## src/rtl/user_analog_scan_ctrl.sv

```systemverilog
// Wishbone-programmable analog switch scan sequencer: steps a one-hot switch enable
// across the masked channels with break-before-make dead time, dwell and a sample strobe.
module user_analog_scan_ctrl #(
    parameter int NCH = 8,
    parameter int DW  = 16
) (
    input  logic           wb_clk_i,
    input  logic           wb_rst_i,
    input  logic           wbs_stb_i,
    input  logic           wbs_cyc_i,
    input  logic           wbs_we_i,
    input  logic [3:0]     wbs_sel_i,
    input  logic [31:0]    wbs_adr_i,
    input  logic [31:0]    wbs_dat_i,
    output logic           wbs_ack_o,
    output logic [31:0]    wbs_dat_o,
    output logic [NCH-1:0] sw_en_o,
    output logic           sample_o,
    output logic [3:0]     chan_o,
    output logic           busy_o,
    output logic           irq_o
);

    typedef enum logic [1:0] {IDLE, DEAD, DWELL, SAMPLE} state_t;

    localparam logic [NCH-1:0] ONE_HOT0 = {{(NCH-1){1'b0}}, 1'b1};

    state_t         state;
    logic           continuous;
    logic           irq_en;
    logic           done;
    logic [NCH-1:0] mask;
    logic [DW+7:0]  timing;
    logic [DW-1:0]  cnt;
    logic [3:0]     chan;
    logic [4:0]     first_pick;
    logic [4:0]     next_pick;
    logic           wr;
    logic [1:0]     reg_sel;
    logic           start_req;
    logic           stop_req;
    logic           done_clr;
    logic [DW-1:0]  dead_len;
    logic [DW-1:0]  dwell_len;
    logic [31:0]    rd_data;
    logic           unused_bits;

    // Returns {found, index} of the lowest set mask bit strictly above 'above'.
    function automatic logic [4:0] pick_chan(input logic [NCH-1:0] m, input int above);
        logic [4:0] r;
        r = '0;
        for (int i = NCH - 1; i >= 0; i--) begin
            if (m[i] && i > above) r = {1'b1, 4'(i)};
        end
        return r;
    endfunction

    assign reg_sel     = wbs_adr_i[3:2];
    assign wr          = wbs_ack_o & wbs_stb_i & wbs_cyc_i & wbs_we_i;
    assign start_req   = wr && reg_sel == 2'd0 && wbs_sel_i[0] && wbs_dat_i[0] && !wbs_dat_i[2];
    assign stop_req    = wr && reg_sel == 2'd0 && wbs_sel_i[0] && wbs_dat_i[2];
    assign done_clr    = wr && reg_sel == 2'd3 && wbs_sel_i[0] && wbs_dat_i[1];
    assign first_pick  = pick_chan(mask, -1);
    assign next_pick   = pick_chan(mask, int'(chan));
    assign unused_bits = ^{wbs_adr_i[31:4], wbs_adr_i[1:0], wbs_dat_i[31:24], wbs_sel_i[3]};

    // Counters hold length-1 so a zero setting still yields one cycle.
    assign dead_len  = (timing[DW+7:DW] == 8'd0) ? '0 : DW'(timing[DW+7:DW]) - DW'(1);
    assign dwell_len = (timing[DW-1:0] == '0) ? '0 : timing[DW-1:0] - DW'(1);

    assign chan_o = chan;
    assign irq_o  = done & irq_en;

    always_comb begin
        rd_data = '0;
        case (reg_sel)
            2'd0: rd_data = {28'h0, irq_en, 1'b0, continuous, 1'b0};
            2'd1: rd_data = {{(32-NCH){1'b0}}, mask};
            2'd2: rd_data = 32'(timing);
            default: rd_data = {24'h0, chan, 2'b00, done, busy_o};
        endcase
    end

    always_ff @(posedge wb_clk_i) begin
        if (wb_rst_i) begin
            wbs_ack_o  <= 1'b0;
            wbs_dat_o  <= '0;
            continuous <= 1'b0;
            irq_en     <= 1'b0;
            mask       <= '0;
            timing     <= '0;
        end else begin
            if (wbs_stb_i && wbs_cyc_i && !wbs_ack_o) begin
                wbs_ack_o <= 1'b1;
                wbs_dat_o <= rd_data;
            end else begin
                wbs_ack_o <= 1'b0;
                wbs_dat_o <= '0;
            end
            if (wr) begin
                case (reg_sel)
                    2'd0: if (wbs_sel_i[0]) begin
                        continuous <= wbs_dat_i[1];
                        irq_en     <= wbs_dat_i[3];
                    end
                    2'd1: for (int i = 0; i < NCH; i++) begin
                        if (wbs_sel_i[i/8]) mask[i] <= wbs_dat_i[i];
                    end
                    2'd2: for (int i = 0; i < DW + 8; i++) begin
                        if (wbs_sel_i[i/8]) timing[i] <= wbs_dat_i[i];
                    end
                    default: ;
                endcase
            end
        end
    end

    always_ff @(posedge wb_clk_i) begin
        if (wb_rst_i) begin
            state    <= IDLE;
            chan     <= '0;
            cnt      <= '0;
            done     <= 1'b0;
            sw_en_o  <= '0;
            sample_o <= 1'b0;
            busy_o   <= 1'b0;
        end else begin
            if (done_clr) done <= 1'b0;
            if (stop_req) begin
                state    <= IDLE;
                sw_en_o  <= '0;
                sample_o <= 1'b0;
                busy_o   <= 1'b0;
            end else begin
                case (state)
                    IDLE: if (start_req && first_pick[4]) begin
                        chan   <= first_pick[3:0];
                        done   <= 1'b0;
                        cnt    <= dead_len;
                        busy_o <= 1'b1;
                        state  <= DEAD;
                    end
                    DEAD: if (cnt == '0) begin
                        cnt     <= dwell_len;
                        sw_en_o <= ONE_HOT0 << chan;
                        state   <= DWELL;
                    end else begin
                        cnt <= cnt - DW'(1);
                    end
                    DWELL: if (cnt == '0) begin
                        sample_o <= 1'b1;
                        state    <= SAMPLE;
                    end else begin
                        cnt <= cnt - DW'(1);
                    end
                    SAMPLE: begin
                        sample_o <= 1'b0;
                        sw_en_o  <= '0;
                        if (next_pick[4]) begin
                            chan  <= next_pick[3:0];
                            cnt   <= dead_len;
                            state <= DEAD;
                        end else if (continuous && first_pick[4]) begin
                            chan  <= first_pick[3:0];
                            cnt   <= dead_len;
                            state <= DEAD;
                        end else begin
                            busy_o <= 1'b0;
                            done   <= 1'b1;
                            state  <= IDLE;
                        end
                    end
                    default: state <= IDLE;
                endcase
            end
        end
    end

endmodule

```

## config.mk

```make
export PLATFORM = sky130hd
export DESIGN_NAME = user_analog_scan_ctrl
export DESIGN_NICKNAME = d
export VERILOG_FILES = /design/src/rtl/user_analog_scan_ctrl.sv
export SDC_FILE = /design/constraint.sdc
export NUM_CORES = 1
export LEC_CHECK = 0
export ABC_AREA = 1
export ABC_CLOCK_PERIOD_IN_PS = 2140
export CORE_MARGIN = 2
export CORE_UTILIZATION = 64
export CTS_CLUSTER_SIZE = 16
export DETAILED_ROUTE_END_ITERATION = 8
export DONT_BUFFER_PORTS = 1
export PLACE_DENSITY = 0.87
export SYNTH_ARGS = -nofsm -noshare
export SYNTH_HDL_FRONTEND = slang
export SYNTH_SLANG_ARGS = --single-unit
```

## constraint.sdc

```tcl
create_clock -name wb_clk_i -period 2.14 [get_ports wb_clk_i]
set_input_delay 0.214 -clock wb_clk_i [delete_from_list [all_inputs] [get_ports wb_clk_i]]
set_output_delay 0.214 -clock wb_clk_i [all_outputs]
set_load 0.01 [all_outputs]
```

==> results of run 1 <==
layout make-up:
class | instances | share of cell area [%]
flip-flops and latches | 91 | 34.8
clock buffers | 10 | 2.43
inverters | 89 | 6.37
clock inverters | 6 | 1.38
repair buffers | 17 | 2.72
multi-input cells | 549 | 50.0
well taps | 99 | 2.36
per-layer routing:
layer	routed length (um)	part of all wire (%)	vias to the layer above
met1	5860	47	2217
met3	904	7.3	13
met2	5560	45	218
li1	-	-	2434
met4	120	0.96	0
met5	0	0	-
worst reg2reg max path, delay by kind of cell, from the launching register on:
| kind | cells | cell delay (ns) |
|---|---|---|
| DFF | 1 | 0.36 |
| buffers and inverters | 3 | 0.33 |
| and+or+nand+nor | 8 | 0.96 |
| AOI/OAI and AO/OA | 1 | 0.17 |
how the worst max path moves through the flow:
stage,start,to,cells after the start
6_report,cnt[6]$_SDFFE_PP0P_,cnt[3]$_SDFFE_PP0P_,12
5_1_grt,chan_o[0]$_SDFFE_PP0P_,cnt[3]$_SDFFE_PP0P_,11
4_1_cts,wbs_ack_o$_SDFF_PP0_,cnt[8]$_SDFFE_PP0P_,11
3_5_place_dp,wbs_ack_o$_SDFF_PP0_,cnt[8]$_SDFFE_PP0P_,11
3_3_place_gp,wbs_ack_o$_SDFF_PP0_,cnt[1]$_SDFFE_PP0P_,11
2_1_floorplan,state[0]$_SDFFE_PP0P_,cnt[2]$_SDFFE_PP0P_,9
logic make-up (layout without fill, tap and decap cells):
group	after synthesis	count (layout)
AOI/OAI and AO/OA	158	158
xor gates and xnor gates	17	17
adders and majority gates	9	9
buffers and inverters	118	122
DFF	91	91
other	1	9
and+or+nand+nor	356	356
placed cells by master, fill, tap and decap left out, drive strengths merged:
master	count
clkinv	1
dlygate4sd3	1
clkinvlp	3
nand3b	2
nand4	6
nand3	59
inv	90
buf	16
o221ai	2
bufinv	1
xor2	14
clkbuf	10
or2	1
conb	9
a31oi	1
o22ai	5
a21oi	74
nand2	158
o21ai	76
nor3	19
nor2	111
ha	9
dfxtp	91
xnor2	3
metrics by stage:
| stage | power [mW] | cells |
|---|---|---|
| finish | 5.77 | 861 |
| global route | 6.20 | 861 |
| CTS | 5.65 | 860 |
| detailed placement | 4.46 | 843 |
| global placement | 4.37 | 843 |
| floorplan | 3.95 | 758 |
repair_timing:
item / 4_1_cts / 5_1_grt
hold buffers: 1 / 0
hold endpoints to repair: 11 / 0
gates resized for setup: 0 / 1
setup endpoints to repair: 0 / 15
setup buffers: 0 / 1
flip-flops by register name, summed over array words and instances (netlist names):
signal	cells
busy_o	1
state	2
mask	8
wbs_ack_o	1
cnt	16
done	1
sw_en_o	8
continuous	1
timing	24
irq_en	1
sample_o	1
chan_o	3
wbs_dat_o	24
where the power goes:
part	internal, mW	switching [mW]
Combinational	0.881	1.69
Clock	0.553	0.650
Sequential	1.83	0.165
==> flow_summary.json, run 1 <==
{
  "antenna_found_initial": 0,
  "ff2ff_setup_slack_ns": 0.20,
  "fin_setup_tns_ns": 0,
  "period_share_pct": 90.5,
  "ir_drop_uv": 599,
  "netlist.area_leader.share_pct": 37.1,
  "critPathArrivalTime_ns": 2.18,
  "htree_levels": 3,
  "place_area_mm2": 0.00501,
  "area_growth_pct": 6.67,
  "required_ns": 2.38,
  "path_delay_family": "simple AND/OR/NAND/NOR gates",
  "synth-simple-area-share_pct": 30.7,
  "crit_buf_inv": 3,
  "fin_util_pct": 71.5,
  "drc": 0,
  "grt_max_degree": 28,
  "synthMostInstantiatedCell": "nand2_1",
  "rsz0062_at_grt": "no",
  "globalRouteMet2Util_pct": 46.3,
  "worst_hold_path_type": "in2reg",
  "multi_input_area_mm2": 0.00262,
  "cp_cell_sequence": "nor2_1 > nand2_1 > nor2_1 > nand3_1 > nand2_1 > inv_1 > nand2_2 > nor2_4 > buf_12 > buf_4 > o21ai_0 > nor2_1",
  "grt_overflow": 0,
  "rows": 31,
  "yosysTopAreaCell": "dfxtp_1",
  "gr-usage-met3_pct": 5.51,
  "slew_violations": 0,
  "drt_iter0_drc": 273,
  "design.core.area_mm2": 0.00733,
  "grtUsageMet1_pct": 43.6,
  "dieArea_mm2": 0.00840,
  "clkSinkCount": 91,
  "cp-start-kind": "flip-flop",
  "synth_cell_types": 31,
  "pre_cts_ws_ns": 0.147,
  "synth_top_flop_cell": "dfxtp_1",
  "maxCapViolations": 0,
  "die_height_um": 91.6,
  "slowest_stage": "dfxtp_1",
  "nFillCells": 637,
  "fp.dieW_um": 91.6,
  "synthMuxAreaShare_pct": 0,
  "post-route-min-period_ns": 1.94,
  "clkLatencyLatePin_ns": 0.36,
  "routed_wl_mm": 12.5,
  "r2r-start": "cnt[6]$_SDFFE_PP0P_",
  "start_util_pct": 67.1,
  "r2r-end": "cnt[3]$_SDFFE_PP0P_",
  "synth_seq_cells": 91,
  "synth-edff-count": 0,
  "worst_slack_ns": 0.203,
  "cts_tree": "done",
  "p_leak_nw": 2.36,
  "synth_top_family_by_area": "simple AND/OR/NAND/NOR gates",
  "crit_top_cell": "nor2_1",
  "dp_hpwl_mm": 9.53,
  "antenna_cells": 0,
  "cts_buffers": 9,
  "vias": 4882,
  "synth_common_cells": "152 x nand2_1, 102 x nor2_1, 91 x dfxtp_1",
  "end_kind": "flip-flop",
  "viasPerCell": 5.67,
  "synth_compound_area_share_pct": 16.5,
  "final-setup-viol-count": 0,
  "critical_path_class": "reg2reg",
  "min_path_cells": 2,
  "max_freq_mhz": 516,
  "firstDrtPassIters": 5,
  "clock_path_buffers": 2,
  "fin_area_mm2": 0.00524,
  "yosys_warnings": 0,
  "slew_headroom_pct": 55.7,
  "synth_cells": 750,
  "worstPathMaxFanout": 15,
  "grt_first_pass_wirelength_mm": 20.6,
  "finalClockSkew_ns": 0.0170,
  "hold_slack_ns": 0.0186,
  "synth_area_leaders": "dfxtp_1 37%, nand2_1 12%, nor2_1 7.8%",
  "io_pins": 121,
  "netlist_area_mm2": 0.00492,
  "cpPeakStageDelay_ns": 0.36,
  "min_from": "wbs_dat_i[0]",
  "ant_nets": 0,
  "powerDensity_mw_per_mm2": 1100,
  "wl_per_cell_um": 14.5,
  "yosysSeqAreaShare_pct": 37.1,
  "synthAdderAreaFrac_pct": 2.29,
  "grt_pass1_vias": 4376,
  "path_clk_slew_ns": 0.10,
  "grt_use_total_pct": 30.0,
  "num-nets-final": 839,
  "ys_async_sr_fraction_pct": 0,
  "postSynthAreaPerCell_um2": 6.55,
  "hold_end": "mask[0]$_SDFFE_PP0P_",
  "seqCellArea_mm2": 0.00182,
  "portBuffers": 0,
  "busiest_layer": "met2",
  "final_layout_size_suffix_gt1_share_pct": 6.96,
  "root_buffer": "clkbuf_8",
  "worst_pin_slew_ns": 0.664,
  "rr_worst_depth": 12,
  "finalHoldViolations": 0,
  "outcome": "finished, final reports clean",
  "gp_congestion": 0.906,
  "synthXorXnorAreaFrac_pct": 3.03
}
(Power assumes the default switching activity.)
==> run 2, diff against run 1 <==
--- a/config.mk
+++ b/config.mk
@@ -5,8 +5,7 @@
 export SDC_FILE = /design/constraint.sdc
 export NUM_CORES = 1
 export LEC_CHECK = 0
-export ABC_AREA = 1
-export ABC_CLOCK_PERIOD_IN_PS = 2140
+export ABC_CLOCK_PERIOD_IN_PS = 2000
 export CORE_MARGIN = 2
 export CORE_UTILIZATION = 64
 export CTS_CLUSTER_SIZE = 16
==> constraint.sdc (replaced) <==
create_clock -name wb_clk_i -period 2 [get_ports wb_clk_i]
set_input_delay 0.2 -clock wb_clk_i [delete_from_list [all_inputs] [get_ports wb_clk_i]]
set_output_delay 0.2 -clock wb_clk_i [all_outputs]
set_load 0.01 [all_outputs]
==> flow_summary.json, run 2 <==
{
  "outcome": "finished with violations",
  "violations": "negative setup slack",
  "yosysSeqAreaShare_pct": 38.3,
  "wl_per_cell_um": 19.4,
  "final_layout_size_suffix_gt1_share_pct": 23.2,
  "r2r-start": "mask[2]$_SDFFE_PP0P_",
  "drc": 0,
  "cts_buffers": 9,
  "drt_iter0_drc": 490,
  "dieArea_mm2": 0.00815,
  "critical_path_class": "reg2reg",
  "finalHoldViolations": 0,
  "min_from": "wb_rst_i",
  "required_ns": 2.26,
  "fin_util_pct": 83.2,
  "slew_violations": 0,
  "synth_top_flop_cell": "dfxtp_1",
  "routed_wl_mm": 14.8,
  "critPathArrivalTime_ns": 2.39,
  "grt_max_degree": 38,
  "layout_common_cells": "84 x dfxtp_1, 84 x buf_4, 77 x nor2_1, 35 x mux2i_1, 33 x nand2_1",
  "synth_seq_cells": 91,
  "worst_hold_path_type": "in2reg",
  "hold_slack_ns": 0.00424,
  "cts_tree": "done",
  "pre_cts_ws_ns": -0.180,
  "htree_levels": 3,
  "reg_top3": "timing x24, wbs_dat_o x24, cnt x16",
  "num-nets-final": 740,
  "synth_common_cells": "91 x dfxtp_1, 80 x nor2_1, 35 x mux2i_1, 35 x nand2_1, 31 x a21oi_1",
  "rows": 31,
  "io_pins": 121,
  "gr-usage-met3_pct": 9.35,
  "nFillCells": 408,
  "synth_cell_types": 59,
  "r2r-end": "cnt[2]$_SDFFE_PP0P_",
  "clkSinkCount": 91,
  "design.core.area_mm2": 0.00721,
  "fp.dieW_um": 90.3,
  "finalClockSkew_ns": 0.00818,
  "die_height_um": 90.3,
  "firstDrtPassIters": 6,
  "ant_nets": 0,
  "antenna_found_initial": 1,
  "ys_async_sr_fraction_pct": 0,
  "postSynthAreaPerCell_um2": 8.41,
  "powerDensity_mw_per_mm2": 518,
  "grtUsageMet1_pct": 39.1,
  "max_freq_mhz": 469,
  "ff2ff_setup_slack_ns": -0.13,
  "maxCapViolations": 0,
  "area_growth_pct": 26.1,
  "viasPerCell": 6.36,
  "slew_headroom_pct": 57.7,
  "yosysTopAreaCell": "dfxtp_1",
  "path_clk_slew_ns": 0.09,
  "grt_overflow": 0,
  "grt_use_total_pct": 35.2,
  "grt_pass1_vias": 4773,
  "end_kind": "flip-flop",
  "globalRouteMet2Util_pct": 61.5,
  "period_share_pct": 107,
  "final-setup-viol-count": 19,
  "p_total_mw": 3.11,
  "crit_path_start": "mask[2]$_SDFFE_PP0P_",
  "portBuffers": 0,
  "setup.worst_path.end": "cnt[2]$_SDFFE_PP0P_",
  "p_leak_nw": 2.70,
  "root_buffer": "clkbuf_8",
  "grt_first_pass_wirelength_mm": 23.1,
  "vias": 4847,
  "clkLatencyLatePin_ns": 0.37,
  "synth_cells": 566,
  "synthMostInstantiatedCell": "dfxtp_1",
  "antenna_cells": 0,
  "synth_area_leaders": "dfxtp_1 38%, mux2i_1 7.4%, nor2_1 6.3%",
  "dp_hpwl_mm": 9.50,
  "clock_path_buffers": 2,
  "rsz0062_at_grt": "yes",
  "worst_slack_ns": -0.132,
  "ir_drop_uv": 447,
  "start_util_pct": 66.0,
  "post-route-min-period_ns": 2.13,
  "netlist_area_mm2": 0.00476,
  "worstPathMaxFanout": 4,
  "cp-start-kind": "flip-flop",
  "rr_worst_depth": 7,
  "gp_congestion": 0.940,
  "worst_pin_slew_ns": 0.632,
  "yosys_warnings": 0,
  "busiest_layer": "met2",
  "netlist.area_leader.share_pct": 38.3,
  "synth-edff-count": 0
}
-- run 2: report_power, final --
part | total [mW] | switching (mW) | internal, mW
clock | 1.18 | 0.651 | 0.524
sequential | 1.81 | 0.00117 | 1.81
combinational | 0.119 | 0.0644 | 0.0548
total | 3.11 | 0.717 | 2.39
-- run 2: logic make-up after synthesis --
| kind of cell | count (synthesis) | synth area share (%) |
|---|---|---|
| and+or+nand+nor | 236 | 25.3 |
| AOI/OAI and AO/OA | 109 | 15.3 |
| DFF | 91 | 38.3 |
| buffers and inverters | 54 | 5.20 |
| muxes | 40 | 8.78 |
| xor gates and xnor gates | 26 | 4.78 |
| adders and majority gates | 9 | 2.37 |
| other | 1 | 0.0788 |
-- run 2: timing repair --
item	4_1_cts	5_1_grt
cloned	1	0
pin swaps	8	13
resized for setup	25	29
endpoints found under the hold margin	40	0
hold buffers	21	0
setup buffers	6	4
endpoints found under the setup margin	20	28
-- run 2: per-stage QoR --
stage | std cells | setup TNS, ns | area (um^2)
finish | 762 | -0.995 | 6000
global route | 762 | -1.96 | 6000
CTS | 758 | -1.26 | 5850
detailed placement | 714 | -2.02 | 5330
global placement | 714 | -1.53 | 5330
floorplan | 574 | -0.480 | 4800
-- run 2: final cells by class --
class	instances	area (um^2)	area share [%]
Multi-Input combinational cell	430	2910	48.4
Clock buffer	13	159	2.65
Inverter	17	63.8	1.06
Tap cell	99	124	2.06
Timing Repair Buffer	109	896	14.9
Sequential cell	91	1830	30.5
Clock inverter	3	22.5	0.375
-- run 2: worst max-delay path: stages (launching register included) --
cell	delay (ns)
dfxtp_2	0.33
or4_4	0.54
o211a_1	0.28
a21oi_2	0.30
a211oi_4	0.09
buf_6	0.14
buf_6	0.11
a32o_1	0.23
-- run 2: worst min-delay path by stage --
stage	to	cells after the start
after detailed placement	mask[4]$_SDFFE_PP0P_	1
after global placement	mask[4]$_SDFFE_PP0P_	1
final	cnt[4]$_SDFFE_PP0P_	2
after global routing	cnt[4]$_SDFFE_PP0P_	2
after floorplan	mask[4]$_SDFFE_PP0P_	2
after CTS	timing[5]$_SDFFE_PP0P_	2
-- run 2: metal layers --
metal  part of all wire [%]  routed length [um]
met3                    8.7                1280
met2                     49                7180
met4                    5.7                 839
met5                      0                   0
met1                     37                5460
